## src/rtl/cv32e40p_wfi_sleep_sequencer.sv

```systemverilog
// -----------------------------------------------------------------------------
// cv32e40p_wfi_sleep_sequencer
//
// Sequences WFI sleep entry and exit for the core clock gate. Runs on the
// free-running clock so it keeps working while the core clock is gated.
// A WFI request from the controller waits for IF/LSU/APU to drain, then the
// core clock is gated. A wake event ungates the clock, a fixed settle delay
// elapses, and completion is returned to the controller.
//
// Ports:
//   clk_ungated_i         free-running clock
//   rst_n                 asynchronous active-low reset
//   fetch_enable_i        fetch enable, made sticky internally
//   wfi_req_i             single-cycle pulse: WFI reached ID
//   debug_wfi_no_sleep_i  WFI must not sleep (debug scenario)
//   irq_pending_i         enabled interrupt pending (level)
//   debug_req_i           debug request (level)
//   if_busy_i/lsu_busy_i/apu_busy_i  outstanding activity in the pipeline
//   clock_en_o            enable for the core clock gate
//   core_sleep_o          core is asleep
//   wake_from_sleep_o     wake event seen while asleep
//   wfi_done_o            registered pulse: WFI complete
//   drain_timeout_o       registered pulse: drain timed out, sleep abandoned
//   state_o               RUN=0, DRAIN=1, SLEEP=2, WAKE=3
// -----------------------------------------------------------------------------
module cv32e40p_wfi_sleep_sequencer #(
    parameter int unsigned WAKE_DELAY    = 2,
    parameter int unsigned DRAIN_TIMEOUT = 64,
    parameter int unsigned CNT_W         = 8
) (
    input  logic       clk_ungated_i,
    input  logic       rst_n,
    input  logic       fetch_enable_i,
    input  logic       wfi_req_i,
    input  logic       debug_wfi_no_sleep_i,
    input  logic       irq_pending_i,
    input  logic       debug_req_i,
    input  logic       if_busy_i,
    input  logic       lsu_busy_i,
    input  logic       apu_busy_i,
    output logic       clock_en_o,
    output logic       core_sleep_o,
    output logic       wake_from_sleep_o,
    output logic       wfi_done_o,
    output logic       drain_timeout_o,
    output logic [1:0] state_o
);

    typedef enum logic [1:0] {
        ST_RUN   = 2'd0,
        ST_DRAIN = 2'd1,
        ST_SLEEP = 2'd2,
        ST_WAKE  = 2'd3
    } state_e;

    // Terminal counter values; the zero-parameter cases never reach the compare.
    localparam logic             DRAIN_TO_EN = (DRAIN_TIMEOUT != 32'd0);
    localparam logic             WAKE_BYPASS = (WAKE_DELAY == 32'd0);
    localparam logic [CNT_W-1:0] DRAIN_LAST  = DRAIN_TO_EN ? CNT_W'(DRAIN_TIMEOUT - 32'd1) : '0;
    localparam logic [CNT_W-1:0] WAKE_LAST   = WAKE_BYPASS ? '0 : CNT_W'(WAKE_DELAY - 32'd1);
    localparam logic [CNT_W-1:0] CNT_ONE     = CNT_W'(32'd1);

    state_e           state_r;
    state_e           state_s;
    logic [CNT_W-1:0] cnt_r;
    logic [CNT_W-1:0] cnt_s;
    logic             fetch_en_q;
    logic             wfi_done_r;
    logic             wfi_done_s;
    logic             drain_timeout_r;
    logic             drain_timeout_s;
    logic             wake_s;
    logic             busy_s;

    assign wake_s = irq_pending_i | debug_req_i;
    assign busy_s = if_busy_i | lsu_busy_i | apu_busy_i;

    // Next-state, counter and completion-pulse decode.
    always_comb begin
        state_s         = state_r;
        cnt_s           = cnt_r;
        wfi_done_s      = 1'b0;
        drain_timeout_s = 1'b0;
        if (!fetch_en_q) begin
            // Core never started: park in RUN and ignore WFI.
            state_s = ST_RUN;
            cnt_s   = '0;
        end else begin
            case (state_r)
                ST_RUN: begin
                    if (wfi_req_i) begin
                        if (debug_wfi_no_sleep_i || wake_s) begin
                            wfi_done_s = 1'b1;
                        end else begin
                            state_s = ST_DRAIN;
                            cnt_s   = '0;
                        end
                    end else begin
                        state_s = ST_RUN;
                    end
                end
                ST_DRAIN: begin
                    if (wake_s) begin
                        state_s    = ST_RUN;
                        cnt_s      = '0;
                        wfi_done_s = 1'b1;
                    end else if (!busy_s) begin
                        state_s = ST_SLEEP;
                        cnt_s   = '0;
                    end else if (DRAIN_TO_EN && (cnt_r == DRAIN_LAST)) begin
                        state_s         = ST_RUN;
                        cnt_s           = '0;
                        wfi_done_s      = 1'b1;
                        drain_timeout_s = 1'b1;
                    end else begin
                        cnt_s = cnt_r + CNT_ONE;
                    end
                end
                ST_SLEEP: begin
                    // Nothing changes without a wake, so the core clock may stay gated.
                    if (wake_s) begin
                        cnt_s = '0;
                        if (WAKE_BYPASS) begin
                            state_s    = ST_RUN;
                            wfi_done_s = 1'b1;
                        end else begin
                            state_s = ST_WAKE;
                        end
                    end else begin
                        state_s = ST_SLEEP;
                    end
                end
                ST_WAKE: begin
                    // Settle delay runs to completion even if wake drops.
                    if (cnt_r == WAKE_LAST) begin
                        state_s    = ST_RUN;
                        cnt_s      = '0;
                        wfi_done_s = 1'b1;
                    end else begin
                        cnt_s = cnt_r + CNT_ONE;
                    end
                end
                default: begin
                    state_s = ST_RUN;
                    cnt_s   = '0;
                end
            endcase
        end
    end

    // State, counter and registered pulse outputs.
    always_ff @(posedge clk_ungated_i or negedge rst_n) begin
        if (!rst_n) begin
            state_r         <= ST_RUN;
            cnt_r           <= '0;
            wfi_done_r      <= 1'b0;
            drain_timeout_r <= 1'b0;
        end else begin
            state_r         <= state_s;
            cnt_r           <= cnt_s;
            wfi_done_r      <= wfi_done_s;
            drain_timeout_r <= drain_timeout_s;
        end
    end

    // Sticky fetch enable: once the core is started it stays started until reset.
    always_ff @(posedge clk_ungated_i or negedge rst_n) begin
        if (!rst_n) begin
            fetch_en_q <= 1'b0;
        end else if (fetch_enable_i) begin
            fetch_en_q <= 1'b1;
        end else begin
            fetch_en_q <= fetch_en_q;
        end
    end

    // The clock gate opens in the same cycle a wake is seen in SLEEP.
    assign clock_en_o        = fetch_en_q & ((state_r != ST_SLEEP) | wake_s);
    assign core_sleep_o      = fetch_en_q & (state_r == ST_SLEEP) & ~wake_s;
    assign wake_from_sleep_o = (state_r == ST_SLEEP) & wake_s;
    assign wfi_done_o        = wfi_done_r;
    assign drain_timeout_o   = drain_timeout_r;
    assign state_o           = state_r;

`ifdef CV32E40P_ASSERT_ON
    cv32e40p_wfi_sleep_sequencer_checker u_checker (
        .clk_ungated_i (clk_ungated_i),
        .rst_n         (rst_n),
        .fetch_en_q    (fetch_en_q),
        .wfi_req_i     (wfi_req_i),
        .in_run        (state_r == ST_RUN),
        .busy          (busy_s),
        .clock_en      (clock_en_o),
        .core_sleep    (core_sleep_o),
        .wfi_done      (wfi_done_o)
    );
`endif

endmodule

`ifdef CV32E40P_ASSERT_ON
// -----------------------------------------------------------------------------
// Property checker for the sleep sequencer: clock-gate consistency, drain
// completeness, and one completion per accepted WFI.
// -----------------------------------------------------------------------------
module cv32e40p_wfi_sleep_sequencer_checker (
    input logic clk_ungated_i,
    input logic rst_n,
    input logic fetch_en_q,
    input logic wfi_req_i,
    input logic in_run,
    input logic busy,
    input logic clock_en,
    input logic core_sleep,
    input logic wfi_done
);
    logic accept_s;
    logic done_seen_r;

    assign accept_s = fetch_en_q & wfi_req_i & in_run;

    // Remembers whether the current accepted WFI has already completed.
    always_ff @(posedge clk_ungated_i or negedge rst_n) begin
        if (!rst_n) begin
            done_seen_r <= 1'b0;
        end else if (accept_s) begin
            done_seen_r <= 1'b0;
        end else if (wfi_done) begin
            done_seen_r <= 1'b1;
        end else begin
            done_seen_r <= done_seen_r;
        end
    end

    a_sleep_gated:  assert property (@(posedge clk_ungated_i) disable iff (!rst_n) core_sleep |-> !clock_en);
    a_sleep_idle:   assert property (@(posedge clk_ungated_i) disable iff (!rst_n) core_sleep |-> !busy);
    a_no_fetch:     assert property (@(posedge clk_ungated_i) disable iff (!rst_n) !fetch_en_q |-> !clock_en);
    a_single_done:  assert property (@(posedge clk_ungated_i) disable iff (!rst_n) wfi_done |-> !done_seen_r);
    a_req_protocol: assert property (@(posedge clk_ungated_i) disable iff (!rst_n) (wfi_req_i & fetch_en_q) |-> in_run);
endmodule
`endif
```

## config.mk

```make
export PLATFORM = sky130hd
export DESIGN_NAME = cv32e40p_wfi_sleep_sequencer
export DESIGN_NICKNAME = d
export VERILOG_FILES = /design/src/rtl/cv32e40p_wfi_sleep_sequencer.sv
export SDC_FILE = /design/constraint.sdc
export NUM_CORES = 1
export LEC_CHECK = 0
export CAP_MARGIN = 20
export CORE_MARGIN = 2
export CORE_UTILIZATION = 43
export CTS_CLUSTER_DIAMETER = 80
export DETAILED_ROUTE_END_ITERATION = 7
export HOLD_SLACK_MARGIN = 0.12
export PLACE_DENSITY = 0.8
export SLEW_MARGIN = 10
export SYNTH_ARGS = -nofsm -noshare
export SYNTH_HDL_FRONTEND = slang
export SYNTH_HIERARCHICAL = 1
export SYNTH_SLANG_ARGS = --single-unit
```

## constraint.sdc

```tcl
create_clock -name clk_ungated_i -period 1.5 [get_ports clk_ungated_i]
set_input_delay 0.15 -clock clk_ungated_i [delete_from_list [all_inputs] [get_ports clk_ungated_i]]
set_output_delay 0.15 -clock clk_ungated_i [all_outputs]
set_load 0.1 [all_outputs]
```

==> results.json <==
{
  "use_met3": 0.0317,
  "yosys.area.top_type": "dfrtp_1",
  "cp.required_ns": 1.35,
  "final_core_util": 0.769,
  "synth_top_cell_area_share": 0.434,
  "synthesis.area_um2": 749,
  "seq_area_um2": 333,
  "ys_seq_elements": 13,
  "grt_max_degree": 14,
  "portBuffers": 16,
  "fin_crit_ns": 1.65,
  "irDropWorstVdd_v": 0.000975,
  "finalCritPeriodShare": 1.10,
  "grt_pass1_vias": 764,
  "postRouteAntennaNets": 0,
  "dp_hpwl_mm": 1.51,
  "path_class": "reg -> out",
  "initial_core_util": 0.444,
  "cp.arrival_ns": 1.50,
  "fin_nets": 128,
  "gr-max-usage-layer": "met2",
  "critPathSlowestCell": "dfrtp_4",
  "synthDistinctLibCells": 33,
  "dr.pass1.iters": 4,
  "cp_cell_sequence": "buf_6, and2b_2, and3_4, buf_12",
  "setup_viol": 12,
  "power_leakage_nw": 0.556,
  "maxCapViolCount": 0,
  "synth_nets": 89,
  "worst_slack_ns": -0.151,
  "hold_class": "in -> async",
  "grtUsageTotal": 0.241,
  "antenna_found_initial": 0,
  "clk_latency_ns": 0.28,
  "netlist_instances": 77,
  "multi_input_area_um2": 527,
  "clkSinkCount": 13,
  "status": "finished, violations left",
  "gp_congestion": 0.777,
  "synth.avg_cell_area_um2": 9.73,
  "power.total_w": 0.00167,
  "layout_commonest_cell": "buf_4",
  "numCtsBuffers": 3,
  "r2r-start": "cnt_r[4]",
  "ys_seq_area_frac": 0.434,
  "num_antenna_cells": 0,
  "cts-root-buf": "clkbuf_4",
  "drt-initial-drc-count": 26,
  "yosys_warnings": 6,
  "rsz0062_at_grt": "true",
  "r2r_end": "cnt_r[0]",
  "pin_count": 17,
  "reg2regPathDepth": 5,
  "worst_pin_slew_ns": 0.320,
  "globalRouteMet1Util": 0.300,
  "fill_cells": 103,
  "final_cell_mix": "buf_4 (16), dfrtp_1 (11), nand2_1 (10)",
  "instances_no_fill": 132,
  "drive_above_1_share": 0.530,
  "gr-usage-met2": 0.377,
  "critPathBufInv": 2,
  "htreeDepth": 1,
  "end_kind": "primary output",
  "synth.top_cells.by_area": "dfrtp_1 (43%), xnor2_1 (7.0%), nand2_1 (5.0%)",
  "vias": 758,
  "chipWidth_um": 45.8,
  "path_delay_family": "flip-flops",
  "powerDensity_mw_per_mm2": 1280,
  "slew_headroom": 0.786,
  "r2r_slack_ns": -0.09,
  "grt_pass1_wl_mm": 3.49,
  "drc": 0,
  "crit_path_max_incr_delay_ns": 0.48,
  "wire_per_inst_um": 17.8,
  "violations": "setup timing",
  "areaGrowthSynthToFinish_pct": 73.3,
  "rows": 15,
  "tritoncts": "yes",
  "hold_violations": 0,
  "die_area_mm2": 0.00209,
  "dp.cells": 123,
  "fmax_ghz": 0.606,
  "globalRoute.totalOverflow": 0,
  "skew_ns": 0.00321,
  "worstPathMaxFanout": 3,
  "cp-start-kind": "register",
  "drt-vias-per-instance": 5.74,
  "die_h_um": 45.8,
  "clk_path_buf_depth": 2,
  "routed_wl_mm": 2.35,
  "coreArea_mm2": 0.00169,
  "cts.clk_slew.worst_paths_ns": 0.08,
  "slew_violations": 0
}
==> what timing repair did <==
| item | 4_1_cts | 5_1_grt |
|---|---|---|
| endpoints found under the setup margin | 13 | 14 |
| pin swaps | 1 | 8 |
| hold buffers | 0 | 0 |
| resized for setup | 5 | 17 |
| setup buffers | 3 | 2 |
==> cell families after synthesis <==
group / share of synthesized area
AND/OR/NAND/NOR: 0.292
flip-flops: 0.434
buffers and inverters: 0.0200
AO/OA/AOI/OAI: 0.150
XOR/XNOR: 0.0701
adder cells (fa/ha/maj): 0.0334
==> worst max path at each step <==
stage	cells past startpoint	to	startpoint	slack, ns
2_1_floorplan	5	cnt_r[3]	state_o[0]	-0.18
3_3_place_gp	6	cnt_r[3]	lsu_busy_i	-0.26
3_5_place_dp	6	cnt_r[6]	lsu_busy_i	-0.30
4_1_cts	4	core_sleep_o	state_o[0]	-0.15
5_1_grt	4	core_sleep_o	state_o[0]	-0.19
6_report	4	core_sleep_o	state_o[0]	-0.15
==> cells in the mapped netlist <==
library cell	n
o21ai_2	2
o21ai_1	6
nor2_1	6
xnor2_1	6
and3b_2	1
a31oi_1	1
o21a_1	1
o32ai_1	1
or3_1	1
nand2_1	10
nor3b_2	1
or3b_4	1
o21ai_0	2
dfrtp_1	13
a21boi_0	1
ha_1	2
nand3_1	1
buf_4	1
and3_2	3
or3_2	1
nor4_1	1
and2_1	1
and4_2	1
nand2_4	1
or2_2	1
o31a_1	1
a21oi_1	1
nor2b_1	1
inv_1	2
and2b_2	1
and3_1	3
nor4bb_1	1
a32o_2	1
==> final cells by class <==
cell class,instances,share of cell area
multi-input combinational,61,0.406
timing repair buffer,35,0.296
sequential,13,0.256
clock buffer,4,0.0202
tap,17,0.0164
inverter,2,0.00578
==> stage by stage <==
step                worst slack (ns)  hold slack (ns)  TNS, ns  area [um2]
floorplan                     -0.177           -0.146    -1.83         777
global placement              -0.265            0.470    -2.52        1130
detailed placement            -0.301            0.487    -2.98        1130
CTS                           -0.148            0.185   -0.634        1200
global route                  -0.192            0.190    -1.62        1300
finish                        -0.151            0.169    -1.10        1300
==> where the power goes <==
| group | switching, W | internal [W] | total, W |
|---|---|---|---|
| Clock | 0.000117 | 0.000103 | 0.000220 |
| Combinational | 0.000590 | 0.000415 | 0.00101 |
| Sequential | 0.0000365 | 0.000406 | 0.000442 |
==> per-layer routing <==
metal	part of all wire	routed length [um]
met1	0.42	989
met2	0.53	1250
met3	0.025	58
met4	0.020	46
met5	0	0
==> flip-flops by register name (all words and copies together) (netlist names) <==
register / flops
cnt_r: 8
drain_timeout_o: 1
fetch_en_q: 1
state_o: 2
wfi_done_o: 1
No activity file was read; power rests on OpenSTA's default activity.
